**config.mk**
```make
export PLATFORM = sky130hd
export DESIGN_NAME = pc_sequencer_flat
export DESIGN_NICKNAME = d
export VERILOG_FILES = /design/src/rtl/pc_sequencer_if.sv /design/src/rtl/pc_sequencer.sv /design/src/flat_wrapper.sv
export SDC_FILE = /design/constraint.sdc
export NUM_CORES = 1
export LEC_CHECK = 0
export BUFFER_PORTS_ARGS = -buffer_cell sky130_fd_sc_hd__buf_2
export CORE_UTILIZATION = 50
export DETAILED_ROUTE_END_ITERATION = 6
export GPL_TIMING_DRIVEN = 0
export MAX_ROUTING_LAYER = met4
export PLACE_DENSITY = 0.7
export SYNTH_ARGS = -nofsm -noshare
export SYNTH_HDL_FRONTEND = slang
export SYNTH_SLANG_ARGS = --single-unit
```
**constraint.sdc**
```tcl
create_clock -name clk -period 4.9 [get_ports clk]
set_clock_uncertainty 0.1 [all_clocks]
set_input_delay 0.245 -clock clk [delete_from_list [all_inputs] [get_ports clk]]
set_output_delay 0.245 -clock clk [all_outputs]
set_load 0.005 [all_outputs]
```
**src/rtl/pc_sequencer_if.sv**
```systemverilog
// Flow-control strobe bundle between the controller (master) and pc_sequencer (slave).
// Carries the strobes into the sequencer and the PC/status outputs back to the controller.
interface pc_sequencer_if #(
   parameter int PC_W        = 12,
   parameter int OFF_W       = 8,
   parameter int STACK_DEPTH = 4
) ();
   localparam int SP_W = $clog2(STACK_DEPTH + 1);

   logic              start;
   logic              stall;
   logic              halt;
   logic              branch_taken;
   logic [OFF_W-1:0]  branch_off;
   logic              jump;
   logic              call;
   logic              ret;
   logic [PC_W-1:0]   target;
   logic [PC_W-1:0]   pc_out;
   logic              running;
   logic              done;
   logic              err;
   logic [SP_W-1:0]   sp_out;

   modport master (
      output start, stall, halt, branch_taken, branch_off, jump, call, ret, target,
      input  pc_out, running, done, err, sp_out
   );

   modport slave (
      input  start, stall, halt, branch_taken, branch_off, jump, call, ret, target,
      output pc_out, running, done, err, sp_out
   );
endinterface

```
**src/rtl/pc_sequencer.sv**
```systemverilog
// Program-flow unit: owns the PC, the IDLE/RUN/DONE lifecycle, branch/jump/call/return
// through a pointer-based hardware return stack, and sticky stack-error flagging.
module pc_sequencer #(
   parameter int              PC_W        = 12,
   parameter int              OFF_W       = 8,
   parameter int              STACK_DEPTH = 4,
   parameter logic [PC_W-1:0] RESET_PC    = {PC_W{1'b0}}
) (
   input logic           clk,
   input logic           reset,
   pc_sequencer_if.slave bus
);
   localparam int SP_W  = $clog2(STACK_DEPTH + 1);
   localparam int IDX_W = (STACK_DEPTH > 1) ? $clog2(STACK_DEPTH) : 1;
   localparam logic [SP_W-1:0] SP_FULL = SP_W'(STACK_DEPTH);
   localparam logic [SP_W-1:0] SP_ZERO = {SP_W{1'b0}};

   typedef enum logic [1:0] {
      ST_IDLE = 2'd0,
      ST_RUN  = 2'd1,
      ST_DONE = 2'd2
   } state_t;

   state_t          state_r;
   state_t          state_nxt_s;
   logic [PC_W-1:0] pc_r;
   logic [PC_W-1:0] pc_nxt_s;
   logic [SP_W-1:0] sp_r;
   logic [SP_W-1:0] sp_nxt_s;
   logic            err_r;
   logic            err_nxt_s;
   logic            running_r;
   logic            done_r;
   logic            push_en_s;
   logic [PC_W-1:0] pc_plus1_s;
   logic [PC_W-1:0] off_ext_s;
   logic [IDX_W-1:0] push_idx_s;
   logic [IDX_W-1:0] pop_idx_s;
   logic [PC_W-1:0] stack_r [STACK_DEPTH];

   assign pc_plus1_s = pc_r + PC_W'(1);
   assign off_ext_s  = PC_W'($signed(bus.branch_off));
   assign push_idx_s = IDX_W'(sp_r);
   assign pop_idx_s  = IDX_W'(sp_r - SP_W'(1));

   // Next-state and datapath decode; in RUN exactly one action wins by priority.
   always_comb begin
      state_nxt_s = state_r;
      pc_nxt_s    = pc_r;
      sp_nxt_s    = sp_r;
      err_nxt_s   = err_r;
      push_en_s   = 1'b0;
      case (state_r)
         ST_IDLE: begin
            pc_nxt_s = RESET_PC;
            if (bus.start) begin
               state_nxt_s = ST_RUN;
               sp_nxt_s    = SP_ZERO;
               err_nxt_s   = 1'b0;
            end else begin
               state_nxt_s = ST_IDLE;
            end
         end
         ST_RUN: begin
            if (bus.start) begin
               pc_nxt_s  = RESET_PC;
               sp_nxt_s  = SP_ZERO;
               err_nxt_s = 1'b0;
            end else if (bus.stall) begin
               state_nxt_s = ST_RUN;
            end else if (bus.halt) begin
               state_nxt_s = ST_DONE;
            end else if (bus.ret) begin
               if (sp_r != SP_ZERO) begin
                  pc_nxt_s = stack_r[pop_idx_s];
                  sp_nxt_s = sp_r - SP_W'(1);
               end else begin
                  err_nxt_s   = 1'b1;
                  state_nxt_s = ST_DONE;
               end
            end else if (bus.call) begin
               if (sp_r != SP_FULL) begin
                  push_en_s = 1'b1;
                  sp_nxt_s  = sp_r + SP_W'(1);
                  pc_nxt_s  = bus.target;
               end else begin
                  err_nxt_s   = 1'b1;
                  state_nxt_s = ST_DONE;
               end
            end else if (bus.jump) begin
               pc_nxt_s = bus.target;
            end else if (bus.branch_taken) begin
               pc_nxt_s = pc_plus1_s + off_ext_s;
            end else begin
               pc_nxt_s = pc_plus1_s;
            end
         end
         ST_DONE: begin
            if (bus.start) begin
               state_nxt_s = ST_RUN;
               pc_nxt_s    = RESET_PC;
               sp_nxt_s    = SP_ZERO;
               err_nxt_s   = 1'b0;
            end else begin
               state_nxt_s = ST_DONE;
            end
         end
         default: begin
            state_nxt_s = ST_IDLE;
            pc_nxt_s    = RESET_PC;
            sp_nxt_s    = SP_ZERO;
            err_nxt_s   = 1'b0;
         end
      endcase
   end

   // State register.
   always_ff @(posedge clk) begin
      if (reset) begin
         state_r <= ST_IDLE;
      end else begin
         state_r <= state_nxt_s;
      end
   end

   // PC, stack pointer, error flag and registered status outputs.
   always_ff @(posedge clk) begin
      if (reset) begin
         pc_r      <= RESET_PC;
         sp_r      <= SP_ZERO;
         err_r     <= 1'b0;
         running_r <= 1'b0;
         done_r    <= 1'b0;
      end else begin
         pc_r      <= pc_nxt_s;
         sp_r      <= sp_nxt_s;
         err_r     <= err_nxt_s;
         running_r <= (state_nxt_s == ST_RUN);
         done_r    <= (state_nxt_s == ST_DONE);
      end
   end

   // Return-stack storage; contents are don't-care after reset, so only pushes are gated.
   always_ff @(posedge clk) begin
      if (!reset && push_en_s) begin
         stack_r[push_idx_s] <= pc_plus1_s;
      end
   end

   assign bus.pc_out  = pc_r;
   assign bus.running = running_r;
   assign bus.done    = done_r;
   assign bus.err     = err_r;
   assign bus.sp_out  = sp_r;

   pc_sequencer_chk #(
      .SP_W        (SP_W),
      .STACK_DEPTH (STACK_DEPTH)
   ) u_chk (
      .clk     (clk),
      .reset   (reset),
      .running (running_r),
      .done    (done_r),
      .err     (err_r),
      .sp      (sp_r)
   );
endmodule

// Invariants on the registered status outputs.
module pc_sequencer_chk #(
   parameter int SP_W        = 3,
   parameter int STACK_DEPTH = 4
) (
   input logic            clk,
   input logic            reset,
   input logic            running,
   input logic            done,
   input logic            err,
   input logic [SP_W-1:0] sp
);
   a_run_done_excl: assert property (@(posedge clk) disable iff (reset) !(running && done));
   a_err_in_done:   assert property (@(posedge clk) disable iff (reset) err |-> done);
   a_sp_bound:      assert property (@(posedge clk) disable iff (reset) sp <= SP_W'(STACK_DEPTH));
endmodule
```
**src/flat_wrapper.sv**
```systemverilog
// flat-port wrapper written by rule: the top's interface ports become plain ports
module pc_sequencer_flat 
#(
   parameter int              PC_W        = 12,
   parameter int              OFF_W       = 8,
   parameter int              STACK_DEPTH = 4,
   parameter logic [PC_W-1:0] RESET_PC    = {PC_W{1'b0}}
)
  (clk, reset, bus_start, bus_stall, bus_halt, bus_branch_taken, bus_branch_off, bus_jump, bus_call, bus_ret, bus_target, bus_pc_out, bus_running, bus_done, bus_err, bus_sp_out);
  pc_sequencer_if #(.PC_W(PC_W), .OFF_W(OFF_W), .STACK_DEPTH(STACK_DEPTH)) bus_i ();
  input logic clk;
  input logic reset;
  input wire logic [$bits(bus_i.start)-1:0] bus_start;
  input wire logic [$bits(bus_i.stall)-1:0] bus_stall;
  input wire logic [$bits(bus_i.halt)-1:0] bus_halt;
  input wire logic [$bits(bus_i.branch_taken)-1:0] bus_branch_taken;
  input wire logic [$bits(bus_i.branch_off)-1:0] bus_branch_off;
  input wire logic [$bits(bus_i.jump)-1:0] bus_jump;
  input wire logic [$bits(bus_i.call)-1:0] bus_call;
  input wire logic [$bits(bus_i.ret)-1:0] bus_ret;
  input wire logic [$bits(bus_i.target)-1:0] bus_target;
  output wire logic [$bits(bus_i.pc_out)-1:0] bus_pc_out;
  output wire logic [$bits(bus_i.running)-1:0] bus_running;
  output wire logic [$bits(bus_i.done)-1:0] bus_done;
  output wire logic [$bits(bus_i.err)-1:0] bus_err;
  output wire logic [$bits(bus_i.sp_out)-1:0] bus_sp_out;
  assign bus_i.start = bus_start;
  assign bus_i.stall = bus_stall;
  assign bus_i.halt = bus_halt;
  assign bus_i.branch_taken = bus_branch_taken;
  assign bus_i.branch_off = bus_branch_off;
  assign bus_i.jump = bus_jump;
  assign bus_i.call = bus_call;
  assign bus_i.ret = bus_ret;
  assign bus_i.target = bus_target;
  assign bus_pc_out = bus_i.pc_out;
  assign bus_running = bus_i.running;
  assign bus_done = bus_i.done;
  assign bus_err = bus_i.err;
  assign bus_sp_out = bus_i.sp_out;
  pc_sequencer #(.PC_W(PC_W), .OFF_W(OFF_W), .STACK_DEPTH(STACK_DEPTH), .RESET_PC(RESET_PC)) u_core (.clk(clk), .reset(reset), .bus(bus_i));
endmodule
```
---- Word-level counts from Yosys, hierarchy flattened ----
Memory sizes are Yosys's and may differ from the RTL's.
Cells that the tools add are included.
cells by class
  add/subtract/negate cells ............... 4
  multipliers ............................. 0
  divide/modulo/power cells ............... 0
  $lt $le $gt $ge ......................... 0
  equality and inequality tests ........... 15
  shift operators ......................... 0
  multiplexer cells ....................... 48
  bitwise gates (word level) .............. 0
  reductions and logical operators ........ 8
operators with widths
  cell                                                    number
  2-to-1 mux 12 bit                                       10
  2-to-1 mux 3 bit                                        8
  case mux 12 bit (2 select lines)                        1
  2-to-1 mux 1 bit                                        18
  2-to-1 mux 2 bit                                        8
  adder 12 x 1 -> 12 bit (second input constant)          1
  adder 12 bit                                            1
  inequality test 4 bit (second input constant)           3
  AND reduction 6 bit                                     2
  inequality test 3 bit (second input constant)           3
  inequality test 4 x 3 -> 1 bit (second input constant)  2
  case mux 2 bit (3 select lines)                         1
  case mux 3 bit (2 select lines)                         1
  inequality test 5 x 4 -> 1 bit (second input constant)  1
  AND reduction 5 bit                                     1
  == test 2 x 1 -> 1 bit (second input constant)          2
  == test 2 bit (second input constant)                   2
  adder 3 x 1 -> 3 bit (second input constant)            1
  nonzero test 3 bit                                      1
  subtractor 3 x 1 -> 3 bit (second input constant)       1
  zero test 2 bit                                         1
  inequality test 2 x 1 -> 1 bit (second input constant)  1
  inequality test 2 bit (second input constant)           1
  case mux 1 bit (2 select lines)                         1
  3 further kinds                                         3
storage, ports and cells
  register bits after elaboration ......... 20
  bits in latches ......................... 0
  bits in writable memories ............... 48
  ROM bits ................................ 0
  bits of input ports ..................... 29
  output and inout port bits .............. 18
  memories ................................ 1
memory list
  name            words  width  read ports  clocked after memory_dff  write ports  RTL line            source
  u_core.stack_r  4      12     1           0                         1            pc_sequencer.sv:39  logic [PC_W-1:0] stack_r [STACK_DEPTH];

---- Logic depth before layout (Yosys ltp) ----
Gate-level depths: netlist (run 1).
  depth in word-level cells ............... 11
  gate-level depth with buffers ........... 10

---- Worst setup path after synthesis (run 1) ----
OpenSTA, ideal clock, no wires.
  path type ............................... register to register
  start point ............................. register u_core.pc_r[0] (netlist: u_core.bus.pc_out[0])
  end point ............................... register u_core.pc_r[11] (netlist: u_core.bus.pc_out[11])
  arrival time ............................ 2711 ps
  data required time ...................... 4713 ps
  setup slack ............................. 2002 ps
  stages on the path, launching flop included .. 11
  buffers on the path ..................... 0
  clock period less this slack ............ 2898 ps
  cell sequence ........................... dfxtp_1 -> ha_1 -> nand2_1 -> nor3_1 -> xor2_1 -> ha_1 -> a21o_1 -> a31o_2 -> a311o_1 -> and4b_1 -> o31ai_1
on the way
  longest elaborated chain between the ends .. 10
RTL lines
  what                              RTL line             source
  start: declaration                pc_sequencer.sv:26   logic [PC_W-1:0] pc_r;
  start signal: assignment          pc_sequencer.sv:135  pc_r <= pc_nxt_s;
  adder 12 x 1 -> 12 bit            pc_sequencer.sv:41   assign pc_plus1_s = pc_r + PC_W'(1);
  via u_core.pc_plus1_s[8]          pc_sequencer.sv:35   logic [PC_W-1:0] pc_plus1_s;
  adder 12 bit                      pc_sequencer.sv:93   pc_nxt_s = pc_plus1_s + off_ext_s;
  2-to-1 mux 12 bit                 pc_sequencer.sv:92   end else if (bus.branch_taken) begin
  2-to-1 mux 12 bit                 pc_sequencer.sv:90   end else if (bus.jump) begin
  2-to-1 mux 12 bit                 pc_sequencer.sv:81   end else if (bus.call) begin
  2-to-1 mux 12 bit                 pc_sequencer.sv:73   end else if (bus.ret) begin
  2-to-1 mux 12 bit                 pc_sequencer.sv:71   end else if (bus.halt) begin
  2-to-1 mux 12 bit                 pc_sequencer.sv:69   end else if (bus.stall) begin
  2-to-1 mux 12 bit                 pc_sequencer.sv:65   if (bus.start) begin
  case mux 12 bit (2 select lines)  pc_sequencer.sv:53   case (state_r)
The timed path passes the listed nets, and every way through them passes these cells. The select of a mux whose other input is x is not followed.
A chain may end at the register's enable or synchronous reset.

---- Worst setup path after layout (run 1) ----
Same ends and word-level chain as after synthesis.

==> flow_summary.rst, run 1 <==
.. list-table::
   :header-rows: 1

   * - Metric
     - Value
   * - Run status
     - complete, no violations
   * - Met3 track demand over resource
     - 6.19%
   * - Non-filler instance count after layout
     - 492
   * - Switching power of the nets
     - roughly 0.3 mW
   * - Class of the worst hold path
     - in2reg
   * - Number of buffers inserted during clock tree synthesis
     - 9
   * - Core region area
     - 7290 sq um
   * - Post-CTS sizing
     - 0
   * - Critical Path Sink Type
     - flip-flop
   * - Min Tclk post-route
     - ~3.4 ns
   * - Hold wc startpoint
     - bus_start
   * - Ports
     - 47
   * - Worst-case clock buffer depth
     - 2
   * - Largest voltage drop on the vdd net
     - 0.000209 V
   * - Startpoint kind of the worst setup timing path
     - flip-flop
   * - Number of iterations in the first detailed-routing pass
     - 4
   * - Count of hold-fix buffers inserted at cts
     - 0
   * - Final clock period utilization by the worst path
     - between 70% and 80%
   * - Count of max-cap constraint violations
     - 0
   * - Fraction of registers with async set or reset after synthesis
     - 0%
   * - Average detailed-routed wire length per instance
     - 19.2 um
   * - Number of instances in the synthesized netlist
     - 332
   * - Leakage component of the power
     - 1.71 nW
   * - Synth Area per Inst
     - 11.4 sq um
   * - Slew HR
     - 46.2%
   * - Die boundary height
     - between 80 and 90 um
   * - Clock tree from TritonCTS
     - built
   * - Main flop type after synthesis
     - edfxtp_1
   * - Nets@finish
     - 438
   * - Maximum achievable frequency
     - 291 MHz
   * - Port bufs
     - 45
   * - CTS H-tree depth
     - 3
   * - Horizontal extent of the die
     - 89.1 um
   * - Data required time of the critical path
     - roughly 5.1 ns
   * - PD cells
     - 286 nW/um^2
   * - Internal power
     - 0.954 mW
   * - Sequential share of the synthesized area
     - roughly 49%
   * - # rows
     - 31
   * - Diode count
     - 0
   * - Total vias in the final route
     - 2943
   * - Die ar.
     - 7940 sq um
   * - Synth Net Count
     - between 300 and 400
   * - Fraction of final layout cells sized beyond drive strength 1
     - 21.9%
   * - # Post-CTS Setup Buffers
     - 0
   * - Total instance count after detailed placement
     - 476
   * - Number of vias per cell after detailed routing
     - 5.98
   * - Largest net degree at the start of global routing
     - 13
   * - Reg-to-reg critical path startpoint
     - u_core.bus.pc_out[0]
   * - Via count of the first global-routing pass
     - 2779
   * - Switching portion of total power
     - 23.7%
   * - Final core utilization
     - about three fifths
   * - Met1 demand-to-capacity share in global routing
     - 32.5%
   * - Initial Utilization
     - 52.0%
   * - Number of enable-type register cells in the synthesized netlist
     - 48
   * - Sequential share of power
     - 49.1%
   * - RePlAce Congestion
     - a little under 0.9
   * - Final Routed Wirelength
     - 9450 um
   * - GRT Residual Overflow
     - 0
   * - Final hold viol count
     - 0
   * - Routing layer with the top usage in global route
     - met2
   * - Seq. cell area
     - 1840 sq um
   * - Comb power frac
     - approximately 8.7%
   * - Pin slew with the least headroom to its limit
     - 0.805 ns
   * - Wire length of the first global-routing pass
     - 14400 um
   * - Total global routing track utilization
     - between 20% and 30%
   * - Detailed placement HPWL
     - 6760 um
   * - Max Slew Vio Count
     - 0
   * - Number of storage elements in the synthesis netlist
     - 68
   * - Part of the power in the clock network
     - 42.2%
   * - Synth unique cells
     - 56
   * - Detailed-route DRC error count
     - 0
   * - Met2 routing resource usage after global routing
     - 42.7%
   * - Fillers
     - 643
   * - Post-Syn Area
     - 3790 sq um
   * - Count of warnings emitted by yosys
     - 0
   * - Largest driver fanout on the critical path
     - 8
   * - Number of antenna violations at the first check in global routing
     - 0
   * - Area of all placed cells without fillers
     - 4370 sq um
   * - Final setup violating endpoints
     - 0
   * - Root buf cell
     - clkbuf_8
   * - Setup Total Neg Slack
     - 0 ns
   * - Unrepaired setup endpoints after global routing
     - no
   * - Top library cells by usage in the layout, fill and taps aside
     - 48 x edfxtp_1, 47 x buf_2, 27 x nand2_1
   * - Multi-input logic area
     - 1870 sq um
   * - Most common cell after layout, fill and taps aside
     - edfxtp_1
   * - Launching element of the worst setup path
     - u_core.bus.pc_out[0]
   * - Area added between synthesis and finish
     - 15.1%
   * - Worst skew pair latency
     - ~0.35 ns
   * - Clock sinks
     - 68
   * - Data arrival time at the worst-slack endpoint
     - 3.61 ns
   * - Number of design-rule violations left by the first detailed-router iteration
     - approximately 190
   * - Cell area after placement
     - 4140 sq um
   * - Routed Antenna Nets
     - 0
   * - Worst setup path category
     - reg2reg
   * - Clock input transition at the sequential cells of the worst setup and hold paths
     - 0.08 ns
metal layers:
layer / wire length [um] / vias to the layer above
li1: - / 1387
met1: 4020 / 1455
met2: 4770 / 86
met3: 521 / 15
met4: 138 / 0
met5: 0 / -
stage by stage:
stage,power [mW],hold slack [ns],setup slack (ns)
final,1.25,0.0841,1.46
after global routing,1.29,0.0952,1.24
after CTS,1.25,0.0862,1.49
after detailed placement,0.735,0.409,1.49
after global placement,0.733,0.382,1.56
after floorplan,0.696,0.235,2.00
cell usage after synthesis (3+ instances only):
master	count	area [sq um]
edfxtp_1	48	1440
nand2_1	27	101
o21ai_0	23	115
dfxtp_1	20	400
ha_1	20	250
a21oi_1	17	85.1
nor2_1	17	63.8
nand3_1	13	65.1
mux4_2	12	270
inv_1	10	37.5
and2_1	9	56.3
xor2_1	9	78.8
a211oi_1	8	60.1
xnor2_1	8	70.1
clkbuf_1	6	22.5
nand2b_1	6	37.5
nor3_1	6	30.0
a21o_1	5	37.5
and3_1	5	31.3
mux2i_1	5	50.1
a22oi_1	4	30.0
a32oi_1	4	35.0
o211ai_1	4	30.0
o31ai_1	4	30.0
a31o_2	3	26.3
or3_1	3	18.8
state kept, by name, indices dropped and copies added (netlist names):
signal	flops
u_core.bus.err	1
u_core.bus.pc_out	12
u_core.bus.running	1
u_core.bus.sp_out	3
u_core.bus.done	1
u_core.stack_r	48
u_core.state_r	2
final timing paths:
path / endpoint / slack [ns] / cells after the start
setup / recovery: u_core.bus.pc_out[11] / 1.46 / 10
setup reg to reg: u_core.bus.pc_out[11] / 1.46 / 10
hold / removal: u_core.bus.err / 0.08 / 2
hold reg to reg: u_core.bus.err / 0.40 / 2
power by group through the flow:
stage                     combinational (mW)  clock (mW)  sequential, mW
final                                  0.109       0.527           0.614
after global placement                 0.106           0           0.627
after global routing                   0.119       0.554           0.615
after detailed placement               0.107           0           0.627
after floorplan                       0.0695           0           0.627
after CTS                              0.108       0.529           0.614
critical path: stages (launching register included):
cell	delay (ns)
dfxtp_1	0.52
ha_1	0.33
nand2_1	0.11
nor3_1	0.23
xor2_1	0.43
ha_1	0.41
a21o_1	0.21
a31o_2	0.26
a311o_1	0.34
and4b_1	0.21
o31ai_1	0.20
area by class of cell:
class / count / area share [%]
flip-flops and latches: 68 / 42.2
clock buffers: 10 / 3.15
plain buffers: 10 / 0.917
clock inverters: 6 / 2.01
well taps: 99 / 2.84
inverters: 10 / 0.859
repair buffers: 45 / 5.16
multi-input cells: 244 / 42.9
cell families (layout without fill, tap and decap cells):
logic type                 count (synthesis)  in the layout  synth area share, %
xor gates and xnor gates                  17             17                 3.92
DFF                                       68             68                 48.5
and+or+nand+nor                          100            100                 14.1
muxes                                     17             17                 8.44
buffers and inverters                     20             81                 2.05
AOI/OAI and AO/OA                         89             89                 15.8
adders and majority gates                 21             21                 7.12
No activity file was read; power rests on OpenSTA's default activity.
==> run 2: changes to the inputs <==
--- a/config.mk
+++ b/config.mk
@@ -10,7 +10,7 @@
 export DETAILED_ROUTE_END_ITERATION = 6
 export GPL_TIMING_DRIVEN = 0
 export MAX_ROUTING_LAYER = met4
-export PLACE_DENSITY = 0.7
+export PLACE_DENSITY = 0.73
 export SYNTH_ARGS = -nofsm -noshare
 export SYNTH_HDL_FRONTEND = slang
 export SYNTH_SLANG_ARGS = --single-unit
==> constraint.sdc (replaced) <==
create_clock -name clk -period 3.1 [get_ports clk]
set_clock_uncertainty 0.1 [all_clocks]
set_input_delay 0.155 -clock clk [delete_from_list [all_inputs] [get_ports clk]]
set_output_delay 0.155 -clock clk [all_outputs]
set_load 0.005 [all_outputs]
==> flow_summary.rst, run 2 (synthesized netlist as in run 1, its figures left out) <==
.. list-table::
   :header-rows: 1

   * - Metric
     - Value
   * - Ports
     - 47 (unchanged)
   * - Maximum achievable frequency
     - 336 MHz (+15%)
   * - Met3 wire length
     - 749 um (+44%)
   * - Capture endpoint of the worst hold path
     - u_core.bus.pc_out[3]
   * - # rows
     - 31 (unchanged)
   * - Reg with most FFs
     - u_core.stack_r
   * - Number of antenna violations at the first check in global routing
     - 0 (unchanged)
   * - Worst hold slack across all endpoints
     - 0.0383 ns (-0.0459 ns)
   * - Multi-input logic area
     - 1970 sq um (+5.1%)
   * - Largest driver fanout on the critical path
     - 8 (unchanged)
   * - Seq. cell area
     - 1850 sq um (+0.27%)
   * - Detailed-route DRC error count
     - 0 (unchanged)
   * - Detailed placement HPWL
     - 6830 um (+1.1%)
   * - Hold Path Cell Cnt
     - 3 (+1)
   * - Total vias in the final route
     - 3020 (+2.6%)
   * - Worst setup path category
     - reg2reg
   * - Reg-to-Reg End
     - u_core.bus.pc_out[11]
   * - Final setup margin
     - 0.124 ns (-1.34 ns)
   * - Final setup violating endpoints
     - 0 (unchanged)
   * - RePlAce Congestion
     - 0.874 (-1.8%)
   * - Root buf cell
     - clkbuf_8
   * - Via count of the first global-routing pass
     - 3061 (+10%)
   * - Number of vias per cell after detailed routing
     - 6.08 (+1.6%)
   * - Routed Antenna Nets
     - 0 (unchanged)
   * - Register-to-register path setup slack
     - 0.12 ns (-1.34 ns)
   * - PD cells
     - 452 nW/um^2 (+58%)
   * - Worst slack at placement
     - -0.315 ns (-1.81 ns)
   * - Final Routed Wirelength
     - 9940 um (+5.3%)
   * - Die ar.
     - 7940 sq um (unchanged)
   * - Most common cell after layout, fill and taps aside
     - edfxtp_1
   * - CTS H-tree depth
     - 3 (unchanged)
   * - Top routing layer in use
     - met4
   * - Critical Path Sink Type
     - flip-flop
   * - Core region area
     - 7290 sq um (unchanged)
   * - Total global routing track utilization
     - 28.0% (+1.4 points)
   * - Average detailed-routed wire length per instance
     - 20.0 um (+4.2%)
   * - Leakage component of the power
     - 1.81 nW (+5.4%)
   * - Max Slew Vio Count
     - 0 (unchanged)
   * - Count of max-cap constraint violations
     - 0 (unchanged)
   * - Fillers
     - 621 (-3.4%)
   * - Nets@finish
     - 443 (+1.1%)
   * - Class of the worst hold path
     - in2reg
   * - Number of buffers inserted during clock tree synthesis
     - 9 (unchanged)
   * - Slew HR
     - 49.4% (+3.2 points)
   * - Clock sinks
     - 68 (unchanged)
   * - Horizontal extent of the die
     - 89.1 um (unchanged)
   * - Min Tclk post-route
     - 2.98 ns (-0.460 ns)
   * - Largest net degree at the start of global routing
     - 13 (unchanged)
   * - Worst-case clock buffer depth
     - 2 (unchanged)
   * - Clock input transition at the sequential cells of the worst setup and hold paths
     - 0.07 ns (about the same)
   * - Fraction of final layout cells sized beyond drive strength 1
     - 27.6% (+5.8 points)
   * - Number of iterations in the first detailed-routing pass
     - 5 (+1)
   * - Initial Utilization
     - 52.0% (unchanged)
   * - Area added between synthesis and finish
     - 19.3%
   * - Final hold viol count
     - 0 (unchanged)
   * - GRT Residual Overflow
     - 0 (unchanged)
   * - Largest voltage drop on the vdd net
     - 0.000431 V (+110%)
   * - Startpoint kind of the worst setup timing path
     - flip-flop
   * - Clock tree from TritonCTS
     - built
   * - Data arrival time at the worst-slack endpoint
     - 3.13 ns (-0.48 ns)
   * - Number of flip-flops under the largest register name
     - 48 (unchanged)
   * - R2R cell count
     - 10 (unchanged)
   * - Unrepaired setup endpoints after global routing
     - yes
   * - Diode count
     - 0 (unchanged)
   * - Number of design-rule violations left by the first detailed-router iteration
     - 262 (+40%)
   * - Pin slew with the least headroom to its limit
     - 0.757 ns (-0.0477 ns)
   * - Die boundary height
     - 89.1 um (unchanged)
   * - Wire length of the first global-routing pass
     - 15300 um (+6.1%)
   * - Final clock period utilization by the worst path
     - 96.0% (+26 points)
   * - Routed wire length on met2
     - 4990 um (+4.6%)
   * - Hold wc startpoint
     - bus_target[3]
   * - Worst skew pair latency
     - 0.35 ns (about the same)
   * - Routed metal-1 wirelength
     - 4020 um (about the same)
   * - Port bufs
     - 45 (unchanged)
   * - Top library cells by usage in the layout, fill and taps aside
     - 48 x edfxtp_1, 47 x buf_2, 27 x nand2_1
   * - Run status
     - complete, no violations
   * - Data required time of the critical path
     - 3.26 ns (-1.82 ns)
   * - Reg-to-reg critical path startpoint
     - u_core.bus.pc_out[0]
[run 2: cell type report]
cell class | instances | area share, %
Buffer | 10 | 0.967
Clock buffer | 11 | 3.12
Clock inverter | 5 | 2.18
Inverter | 10 | 0.829
Multi-Input combinational cell | 244 | 43.5
Sequential cell | 68 | 40.8
Tap cell | 99 | 2.74
Timing Repair Buffer | 50 | 5.86
[run 2: power breakdown]
group | switching, mW | internal [mW] | leakage [nW]
clock | 0.340 | 0.553 | 0.121
sequential | 0.00558 | 0.965 | 0.655
combinational | 0.109 | 0.0720 | 1.03
[run 2: worst max path at each step]
stage / from / to / slack (ns) / depth (start not counted)
6_report: u_core.bus.pc_out[0] / u_core.bus.pc_out[11] / 0.12 / 10
5_1_grt: u_core.bus.pc_out[0] / u_core.bus.pc_out[11] / -0.01 / 10
4_1_cts: u_core.bus.pc_out[0] / u_core.bus.pc_out[11] / -0.22 / 10
3_5_place_dp: u_core.bus.pc_out[0] / u_core.bus.pc_out[11] / -0.31 / 10
3_3_place_gp: u_core.bus.pc_out[0] / u_core.bus.pc_out[11] / -0.21 / 10
2_1_floorplan: u_core.bus.pc_out[0] / u_core.bus.pc_out[11] / 0.20 / 10
[run 2: stage by stage]
| step | TNS [ns] | cells | total power [mW] | utilization (%) | area (sq um) |
|---|---|---|---|---|---|
| global route | -0.0105 | 497 | 2.11 | 62.1 | 4530 |
| global placement | -9.69 | 476 | 1.16 | 56.8 | 4140 |
| floorplan | 0 | 332 | 1.10 | - | 3790 |
| finish | 0 | 497 | 2.04 | 62.1 | 4530 |
| CTS | -0.344 | 495 | 2.05 | 60.8 | 4440 |
| detailed placement | -12.65 | 476 | 1.16 | 56.8 | 4140 |
[run 2: critical path, cell delays in order (launching register included)]
cell and delay (ns):
dfxtp_2 0.42, ha_2 0.27, nand2_1 0.12, nor3_2 0.19, xor2_2 0.20, ha_1 0.33, a21o_1 0.20, a31o_2 0.27
a311o_1 0.33, and4b_1 0.20, o31ai_1 0.24
[run 2: metal layers]
| layer | up-vias | GRT usage (%) |
|---|---|---|
| met5 | - | - |
| met4 | 0 | 11.0 |
| met3 | 19 | 6.09 |
| met2 | 122 | 47.0 |
| met1 | 1483 | 32.9 |
| li1 | 1396 | - |
[run 2: repair_timing]
action	4_1_cts	5_1_grt
setup endpoints to repair	59	58
resized for setup	8	21
buffers inserted	2	2
pin swaps	1	2
endpoints found under the hold margin	1	0
hold buffers	1	0
==> run 3: changes to the inputs <==
--- a/config.mk
+++ b/config.mk
@@ -13,4 +13,5 @@
 export PLACE_DENSITY = 0.73
 export SYNTH_ARGS = -nofsm -noshare
 export SYNTH_HDL_FRONTEND = slang
+export SYNTH_HIERARCHICAL = 1
 export SYNTH_SLANG_ARGS = --single-unit
==> flow_summary.rst, run 3 <==
.. list-table::
   :header-rows: 1

   * - Metric
     - Value
   * - Port bufs
     - 46 (+2.2%)
   * - Detailed placement HPWL
     - 6820 um (-0.23%)
   * - Synth Area per Inst
     - 11.1 sq um (-2.8%)
   * - Final hold viol count
     - 0 (unchanged)
   * - Cell with the most instances after synthesis
     - edfxtp_1
   * - Top library cells by usage in the layout, fill and taps aside
     - 49 x buf_2, 48 x edfxtp_1, 27 x nor2_1
   * - Startpoint kind of the worst setup timing path
     - flip-flop
   * - GRT Residual Overflow
     - 0 (unchanged)
   * - Synth Net Count
     - 398 (+4.2%)
   * - Non-filler instance count after layout
     - 508 (+2.2%)
   * - Family with the most delay on the worst path
     - compound AO/OA/AOI/OAI gates
   * - Number of vias per cell after detailed routing
     - 6.06 (-0.32%)
   * - Clock tree from TritonCTS
     - built
   * - Number of antenna violations at the first check in global routing
     - 0 (unchanged)
   * - Slew HR
     - 60.3% (+11 points)
   * - Pin slew with the least headroom to its limit
     - 0.592 ns (-0.166 ns)
   * - Synth unique cells
     - 54 (-3.6%)
   * - Average detailed-routed wire length per instance
     - 18.2 um (-9.3%)
   * - Via count of the first global-routing pass
     - 2928 (-4.3%)
   * - Data required time of the critical path
     - 3.21 ns (-0.05 ns)
   * - Critical path buffers and inverters
     - 1 (+1)
   * - Clock input transition at the sequential cells of the worst setup and hold paths
     - 0.08 ns (about the same)
   * - Worst skew pair latency
     - 0.35 ns (about the same)
   * - Worst-path cell chain
     - ha_4, inv_1, o21ai_0, nand2_2, ha_1, a21oi_1, o211ai_1, and2_1, o211ai_1, mux2i_1, a211oi_1
   * - Largest voltage drop on the vdd net
     - 0.000389 V (-9.8%)
   * - Count of max-cap constraint violations
     - 0 (unchanged)
   * - Number of storage elements in the synthesis netlist
     - 68 (unchanged)
   * - Met2 routing resource usage after global routing
     - 39.6% (-7.4 points)
   * - Ports
     - 47 (unchanged)
   * - PD cells
     - 432 nW/um^2 (-4.3%)
   * - Critical Path Sink Type
     - flip-flop
   * - Maximum achievable frequency
     - 336 MHz (about the same)
   * - Fraction of final layout cells sized beyond drive strength 1
     - 26.2% (-1.5 points)
   * - Root buf cell
     - clkbuf_8
   * - Routing layer with the top usage in global route
     - met2
   * - Biggest area contributors in the synthesized netlist
     - edfxtp_1 37%, dfxtp_1 10%, mux4_2 7.0%, ha_1 6.5%, xnor2_1 2.7%
   * - Total instance count after detailed placement
     - 493 (+3.6%)
   * - Met3 track demand over resource
     - 5.41% (-0.68 points)
   * - Max Slew Vio Count
     - 0 (unchanged)
   * - Count of warnings emitted by yosys
     - 6 (+6)
   * - Number of buffers inserted during clock tree synthesis
     - 9 (unchanged)
   * - Most common cell after layout, fill and taps aside
     - buf_2
   * - Final clock period utilization by the worst path
     - 96.1% (about the same)
   * - Clock sinks
     - 68 (unchanged)
   * - Most numerous cell types in the synthesized netlist
     - 48 x edfxtp_1, 27 x nor2_1, 21 x nand2_1
   * - Fillers
     - 618 (-0.48%)
   * - Detailed-route DRC error count
     - 0 (unchanged)
   * - Portion of synthesized cell area occupied by the leading cell type
     - 37.3% (-0.71 points)
   * - Switching portion of total power
     - 23.6% (+1.4 points)
   * - Total global routing track utilization
     - 24.9% (-3.0 points)
   * - Met1 demand-to-capacity share in global routing
     - 32.5% (-0.39 points)
   * - Leakage component of the power
     - 1.75 nW (-3.0%)
   * - Worst hold slack across all endpoints
     - 0.0931 ns (+0.0549 ns)
   * - Diode count
     - 0 (unchanged)
   * - Fraction of registers with async set or reset after synthesis
     - 0% (unchanged)
   * - Sequential share of the synthesized area
     - 47.6% (-0.91 points)
   * - R2R cell count
     - 11 (+1)
   * - Number of iterations in the first detailed-routing pass
     - 5 (unchanged)
   * - Stages on worst setup path
     - 11 (+1)
   * - Switching power of the nets
     - 0.464 mW (+2.3%)
   * - Final Routed Wirelength
     - 9220 um (-7.3%)
   * - Die boundary height
     - 89.9 um (+0.93%)
   * - Main flop type after synthesis
     - edfxtp_1
   * - Total vias in the final route
     - 3077 (+1.9%)
   * - Wire length of the first global-routing pass
     - 14900 um (-2.1%)
   * - Number of enable-type register cells in the synthesized netlist
     - 48 (unchanged)
   * - Nets@finish
     - 454 (+2.5%)
   * - Horizontal extent of the die
     - 89.9 um (+0.93%)
   * - Critical Path Most Common Cell
     - o211ai_1
   * - Worst-case clock buffer depth
     - 2 (unchanged)
   * - Internal power
     - 1.50 mW (-5.5%)
   * - Critical Path Slowest Stage Cell
     - dfxtp_2
   * - Final setup violating endpoints
     - 0 (unchanged)
   * - Hold Path Cell Cnt
     - 4 (+1)
   * - Number of design-rule violations left by the first detailed-router iteration
     - 292 (+11%)
   * - Sequential share of power
     - 49.4% (+1.9 points)
   * - Largest net degree at the start of global routing
     - 14 (+1)
   * - Number of instances in the synthesized netlist
     - 348 (+4.8%)
   * - Reg with most FFs
     - u_core/stack_r
   * - Die ar.
     - 8090 sq um (+1.9%)
   * - Count of hold-fix buffers inserted at cts
     - 0 (-1)
   * - Comb power frac
     - 9.9% (+1.1 points)
   * - Run status
     - complete, no violations
   * - RePlAce Congestion
     - 0.904 (+3.4%)
   * - Core region area
     - 7370 sq um (+1.1%)
   * - Number of flip-flops under the largest register name
     - 48 (unchanged)
   * - Post-Syn Area
     - 3870 sq um (+1.9%)
   * - Largest driver fanout on the critical path
     - 5 (-3)
   * - Crit-path max cell delay
     - 0.41 ns (about the same)
   * - Worst setup path category
     - reg2reg
   * - Part of the power in the clock network
     - 40.7% (-3.0 points)
   * - # rows
     - 31 (unchanged)
   * - Cell type with the largest total area after synthesis
     - edfxtp_1
   * - CTS H-tree depth
     - 3 (unchanged)
   * - Initial Utilization
     - 52.5% (+0.44 points)
   * - Min Tclk post-route
     - 2.98 ns (+0.00220 ns)
   * - Data arrival time at the worst-slack endpoint
     - 3.09 ns (-0.04 ns)
   * - Routed Antenna Nets
     - 0 (unchanged)
   * - Area added between synthesis and finish
     - 17.7%
   * - Class of the worst hold path
     - in2reg
-- run 3: repair_timing --
item	CTS	global route
setup buffers	0	1
pin swaps	0	1
endpoints found under the setup margin	25	36
resized for setup	7	23
hold endpoints to repair	0	0
-- run 3: cell type report --
cell class | count | area (sq um) | share of cell area (%)
flip-flops and latches | 68 | 1850 | 40.7
inverters | 12 | 45.0 | 0.990
plain buffers | 15 | 67.6 | 1.48
well taps | 99 | 124 | 2.72
clock buffers | 9 | 124 | 2.72
repair buffers | 47 | 238 | 5.22
multi-input cells | 251 | 2000 | 43.9
clock inverters | 7 | 98.8 | 2.17
-- run 3: worst min-delay path, cell delays in order --
cell	delay, ns
buf_2	0.09
a211o_1	0.11
a32oi_1	0.09
nor2_1	0.07
-- run 3: worst paths after layout --
check                                     startpoint               endpoint  slack (ns)
worst max-delay path            u_core/bus.pc_out[1]  u_core/bus.pc_out[11]        0.12
worst min-delay path                   bus_target[2]   u_core/bus.pc_out[2]        0.09
worst max register to register  u_core/bus.pc_out[1]  u_core/bus.pc_out[11]        0.12
worst min register to register  u_core/bus.pc_out[5]   u_core/bus.pc_out[5]        0.41
-- run 3: cells by family after synthesis --
kind of cell             share of synthesized area, %
AND/OR/NAND/NOR                                  15.3
AO/OA/AOI/OAI                                    13.8
flip-flops                                       47.6
buffers and inverters                            2.94
multiplexers                                     9.90
adder cells (fa/ha/maj)                          6.99
XOR/XNOR                                         3.40
-- run 3: routing by layer --
layer / part of all wire (%) / wire (um)
met1: 44 / 4020
met2: 48 / 4400
met3: 7.4 / 685
met4: 1.2 / 110
met5: 0 / 0
-- run 3: power by group through the flow --
| stage | combinational [mW] | sequential (mW) | clock [mW] |
|---|---|---|---|
| final | 0.195 | 0.971 | 0.801 |
| after global routing | 0.214 | 0.972 | 0.854 |
| after CTS | 0.190 | 0.972 | 0.814 |
| after detailed placement | 0.188 | 0.993 | 0 |
| after global placement | 0.186 | 0.992 | 0 |
| after floorplan | 0.124 | 0.992 | 0 |
-- run 3: per-stage QoR --
step | worst slack [ns] | power (mW) | area, sq um | TNS, ns | utilization (%)
5_1_grt | -0.0460 | 2.04 | 4550 | -0.0460 | 61.7
4_1_cts | -0.0937 | 1.98 | 4480 | -0.0937 | 60.7
3_5_place_dp | -0.214 | 1.18 | 4220 | -0.316 | 57.3
2_1_floorplan | 0.273 | 1.12 | 3870 | 0 | -
6_report | 0.122 | 1.97 | 4550 | 0 | 61.7
3_3_place_gp | -0.184 | 1.18 | 4220 | -0.255 | 57.3
